===== src/rtl/uart_rx_fifo.sv =====
// uart_rx_fifo: 8N1 UART receiver feeding a small first-word-fall-through
// byte FIFO drained over a valid/ready handshake.
module uart_rx_fifo #(
  parameter int BIT_CYCLES = 868,
  parameter int FIFO_DEPTH = 4
) (
  input  logic                          clk_i,
  input  logic                          rst_n_i,
  input  logic                          rx_i,
  output logic [7:0]                    rdata_o,
  output logic                          rvalid_o,
  input  logic                          rready_i,
  output logic                          frame_err_o,
  output logic                          overrun_o,
  output logic [$clog2(FIFO_DEPTH):0]   level_o
);

  localparam int CW = $clog2(BIT_CYCLES);
  localparam int AW = $clog2(FIFO_DEPTH);
  localparam int LW = AW + 1;
  localparam logic [CW-1:0] HALF_LOAD = CW'(BIT_CYCLES / 2 - 1);
  localparam logic [CW-1:0] FULL_LOAD = CW'(BIT_CYCLES - 1);
  localparam logic [LW-1:0] DEPTH_L   = LW'(FIFO_DEPTH);

  typedef enum logic [2:0] {ARM, IDLE, START, DATA, STOP, WAIT_HIGH} state_t;

  state_t                     state;
  logic [1:0]                 sync;
  logic                       rx_s;
  logic [CW-1:0]              cnt;
  logic [2:0]                 bit_idx;
  logic [7:0]                 shreg;
  logic                       tick;
  logic                       pop;
  logic                       full;
  logic                       push_ok;
  logic                       push;
  logic [FIFO_DEPTH-1:0][7:0] mem;
  logic [AW-1:0]              wptr;
  logic [AW-1:0]              rptr;
  logic [LW-1:0]              level;

  assign rx_s     = sync[1];
  assign tick     = (cnt == '0);
  assign pop      = rvalid_o & rready_i;
  assign full     = (level == DEPTH_L);
  // a pop in the same cycle frees the slot the new byte lands in
  assign push_ok  = ~full | pop;
  assign push     = (state == STOP) & tick & rx_s & push_ok;

  assign rdata_o  = mem[rptr];
  assign rvalid_o = (level != '0);
  assign level_o  = level;

  // two-flop synchronizer; resets to idle-high so reset never looks like a start bit
  always_ff @(posedge clk_i) begin
    if (!rst_n_i) sync <= 2'b11;
    else          sync <= {sync[0], rx_i};
  end

  // frame FSM: bit timing counter, shift register and error/overrun pulses
  always_ff @(posedge clk_i) begin
    if (!rst_n_i) begin
      state       <= ARM;
      cnt         <= '0;
      bit_idx     <= '0;
      shreg       <= '0;
      frame_err_o <= 1'b0;
      overrun_o   <= 1'b0;
    end else begin
      frame_err_o <= 1'b0;
      overrun_o   <= 1'b0;
      if (state == START || state == DATA || state == STOP)
        cnt <= tick ? FULL_LOAD : cnt - 1'b1;
      case (state)
        ARM: begin
          if (rx_s) state <= IDLE;
        end
        IDLE: begin
          if (!rx_s) begin
            state <= START;
            cnt   <= HALF_LOAD;
          end
        end
        START: begin
          if (tick) begin
            if (rx_s) begin
              state <= IDLE;
            end else begin
              state   <= DATA;
              bit_idx <= '0;
            end
          end
        end
        DATA: begin
          if (tick) begin
            shreg   <= {rx_s, shreg[7:1]};
            bit_idx <= bit_idx + 1'b1;
            if (bit_idx == 3'd7) state <= STOP;
          end
        end
        STOP: begin
          if (tick) begin
            if (rx_s) begin
              if (!push_ok) overrun_o <= 1'b1;
              state <= IDLE;
            end else begin
              frame_err_o <= 1'b1;
              state       <= WAIT_HIGH;
            end
          end
        end
        WAIT_HIGH: begin
          if (rx_s) state <= IDLE;
        end
        default: state <= ARM;
      endcase
    end
  end

  // FIFO storage, wrapping pointers and a separate occupancy counter
  always_ff @(posedge clk_i) begin
    if (!rst_n_i) begin
      mem   <= '0;
      wptr  <= '0;
      rptr  <= '0;
      level <= '0;
    end else begin
      if (push) begin
        mem[wptr] <= shreg;
        wptr      <= wptr + 1'b1;
      end
      if (pop) rptr <= rptr + 1'b1;
      if (push && !pop)      level <= level + 1'b1;
      else if (pop && !push) level <= level - 1'b1;
    end
  end

endmodule


===== config.mk =====
export PLATFORM = sky130hd
export DESIGN_NAME = uart_rx_fifo
export DESIGN_NICKNAME = d
export VERILOG_FILES = /design/src/rtl/uart_rx_fifo.sv
export SDC_FILE = /design/constraint.sdc
export NUM_CORES = 1
export LEC_CHECK = 0
export BUFFER_PORTS_ARGS = -buffer_cell sky130_fd_sc_hd__clkbuf_2
export CORE_MARGIN = 1
export CORE_UTILIZATION = 45
export CTS_CLUSTER_SIZE = 28
export DETAILED_ROUTE_END_ITERATION = 7
export PLACE_DENSITY = 0.7
export SLEW_MARGIN = 40
export SYNTH_ARGS = -nofsm -noshare
export SYNTH_HDL_FRONTEND = slang
export SYNTH_SLANG_ARGS = --single-unit

===== constraint.sdc =====
create_clock -name clk_i -period 3.07 [get_ports clk_i]
set_clock_uncertainty 0.15 [all_clocks]
set_input_delay 0.307 -clock clk_i [delete_from_list [all_inputs] [get_ports clk_i]]
set_output_delay 0.307 -clock clk_i [all_outputs]
set_load 0.02 [all_outputs]

==> impl_metrics.tcl <==
set metrics [dict create \
    status "complete, but fails checks" \
    violations "design-rule violations" \
    tightest_slew_ps 816 \
    synth-edff-count 0 \
    yosys_warnings 0 \
    setup_violations 0 \
    firstDrtPassIters 6 \
    die_y_um 85.4 \
    crit_required_ps 3190 \
    boundaryPins 18 \
    path_buf_inv 2 \
    place.gp.congestion 0.872 \
    criticalPathCategory "register to register" \
    drc 1 \
    finalCritPeriodShare_pct 90.8 \
    synth_area_um2 3130 \
    yosys.area.top_type_share_pct 42.9 \
    synthArstFlopShare_pct 0 \
    synth_most_common_cell "dfxtp_1" \
    drt-total-wl_mm 5.97 \
    fmax_ghz 0.359 \
    hold_violations 0 \
    period_minus_slack_ps 2790 \
    syn2layout_area_growth_pct 12.2 \
    cts_tree "yes" \
    cp_slowest_cell "nor4b_1" \
    slew-limit-headroom_pct 45.2 \
    ctsResizeCount 0 \
    crit_fanout 5 \
    synth.distinct_cells 48 \
    ant_nets 0 \
    cpPeakStageDelay_ps 400 \
    yosysTopAreaCell "dfxtp_1" \
    ys_seq_elements 67 \
    clockRootBuffer "clkbuf_8" \
    insertion_delay_ps 340 \
    track_usage_pct 17.1 \
    rsz0062_at_grt "no" \
    postLayoutCoreUtil_pct 51.9 \
    clock_sinks 67 \
    ir_drop_mv 0.567 \
    numCtsBuffers 9 \
    die-area_um2 7290 \
    synth_seq_area_share_pct 42.9 \
    start_util_pct 46.3 \
    portBuffers 17 \
    routedWlPerCell_um 14.1 \
    std_cell_rows 30 \
    die_x_um 85.4 \
    crit_path_cell_trace "inv_1 > ha_1 > nor4b_1 > nand3_1 > nor2_1 > ha_1 > inv_1 > fa_1 > xor2_1 > or3_1 > a21oi_1" \
    hp-class "input port to register" \
    critPathArrivalTime_ps 2910 \
    cts_max_level 3 \
    drtIter0Drc 104 \
    dp.final_hpwl_mm 4.11 \
    diodes 0 \
    syn-num-nets 331 \
    drive_gt1_share_pct 17.5 \
    fin_tns_setup_ps 0 \
    synth.area.top_cells "dfxtp_1, mux2i_1, mux4_2" \
    postCtsSetupBuffers 0 \
    cap_violations 0 \
    startpoint_type "register" \
    nets 350 \
    critPathCaptureType "register" \
    syn_inst 318 \
    synth_area_per_cell_um2 9.83 \
    power_leakage_nw 1.47 \
    viasPerCell 5.53 \
    cts.clk_slew.worst_paths_ps 70 \
    grt_pass1_vias 2081 \
    grt_pass1_wl_mm 9.76 \
    ys_top_cells_by_count "dfxtp_1, nand2_1, mux2i_1" \
    p_per_area_nw_per_um2 830 \
    hold_buffers 1 \
    core_um2 6760 \
    clockBufferDepth 2 \
    critical-path-top-delay-family "simple AND/OR/NAND/NOR gates" \
    grt_overflow 0 \
    via_count 2334 \
    ys_dominant_reg_cell "dfxtp_1" \
    antenna_found_initial 0 \
    grt_max_degree 47 \
    drv_slew 0 \
]
[sequential cells by signal, indices dropped and copies added (netlist names)]
signal and flops:
frame_err_o 1, bit_idx 3, wptr 2, mem 32
cnt 10, state 3, sync 2, level_o 3
overrun_o 1, rptr 2, shreg 8
[cell usage in the layout, fill, tap and decap left out, types with 5 or more instances in the layout]
master | Yosys | routed
inv_1 | 8 | 8
mux2i_1 | 41 | 41
ha_1 | 8 | 8
o21ai_0 | 10 | 10
nand3_1 | 5 | 5
nor3_1 | 5 | 5
nor2_1 | 22 | 22
xor2_1 | 5 | 5
nand2_1 | 46 | 46
buf_4 | 1 | 8
clkbuf_8 | 0 | 9
a21oi_1 | 16 | 16
clkbuf_2 | 0 | 17
nand2b_1 | 8 | 8
dfxtp_1 | 67 | 67
mux4_2 | 8 | 8
[logic make-up after synthesis]
| kind of cell | count (synthesis) | synth area share [%] |
|---|---|---|
| AND/OR/NAND/NOR | 116 | 20.2 |
| flip-flops | 67 | 42.9 |
| multiplexers | 49 | 18.9 |
| AO/OA/AOI/OAI | 45 | 9.20 |
| buffers and inverters | 26 | 3.32 |
| adder cells (fa/ha/maj) | 9 | 3.84 |
| XOR/XNOR | 6 | 1.68 |
[final timing paths]
check / slack (ps) / start / endpoint / depth (start not counted)
max: 280 / cnt[0] / level_o[2] / 11
min reg2reg: 280 / sync[0] / sync[1] / 1
min: 180 / rready_i / rptr[1] / 4
max reg2reg: 280 / cnt[0] / level_o[2] / 11
[metrics by stage]
step	hold slack, ps	cells	power, mW	cell area [µm²]	setup slack, ps
floorplan	236	318	1.90	3130	277
detailed placement	246	405	2.19	3300	270
CTS	159	422	2.92	3510	253
global placement	240	405	2.18	3300	404
global route	200	422	3.09	3510	72.8
finish	178	422	2.91	3510	282
[layer usage]
layer / up-vias / wire (µm) / GRT usage (%)
met1: 1100 / 2900 / 22.2
met3: 7 / 199 / 3.60
met5: - / 0 / 0
met2: 49 / 2780 / 27.0
met4: 0 / 86 / 9.09
li1: 1178 / - / -
[power by group]
group          switching (mW)  total (mW)  internal (mW)
logic                   0.621        1.06          0.435
clock network           0.352       0.731          0.379
registers               0.163        1.13          0.964
total                    1.14        2.91           1.78
[layout make-up]
type / count / area [µm²]
fillers: 627 / 3250
repair buffers: 26 / 155
multi-input cells: 225 / 1680
flip-flops and latches: 67 / 1340
clock inverters: 7 / 76.3
inverters: 8 / 30.0
clock buffers: 9 / 124
well taps: 80 / 100
[worst register-to-register path, delay by kind of cell (launching register included)]
kind	cells	cell delay [ps]
AND/OR/NAND/NOR	4	1020
AO/OA/AOI/OAI	1	140
adder cells (fa/ha/maj)	3	780
flip-flops	1	350
buffers and inverters	2	130
XOR/XNOR	1	150
Power figures use the tool's default switching activity.
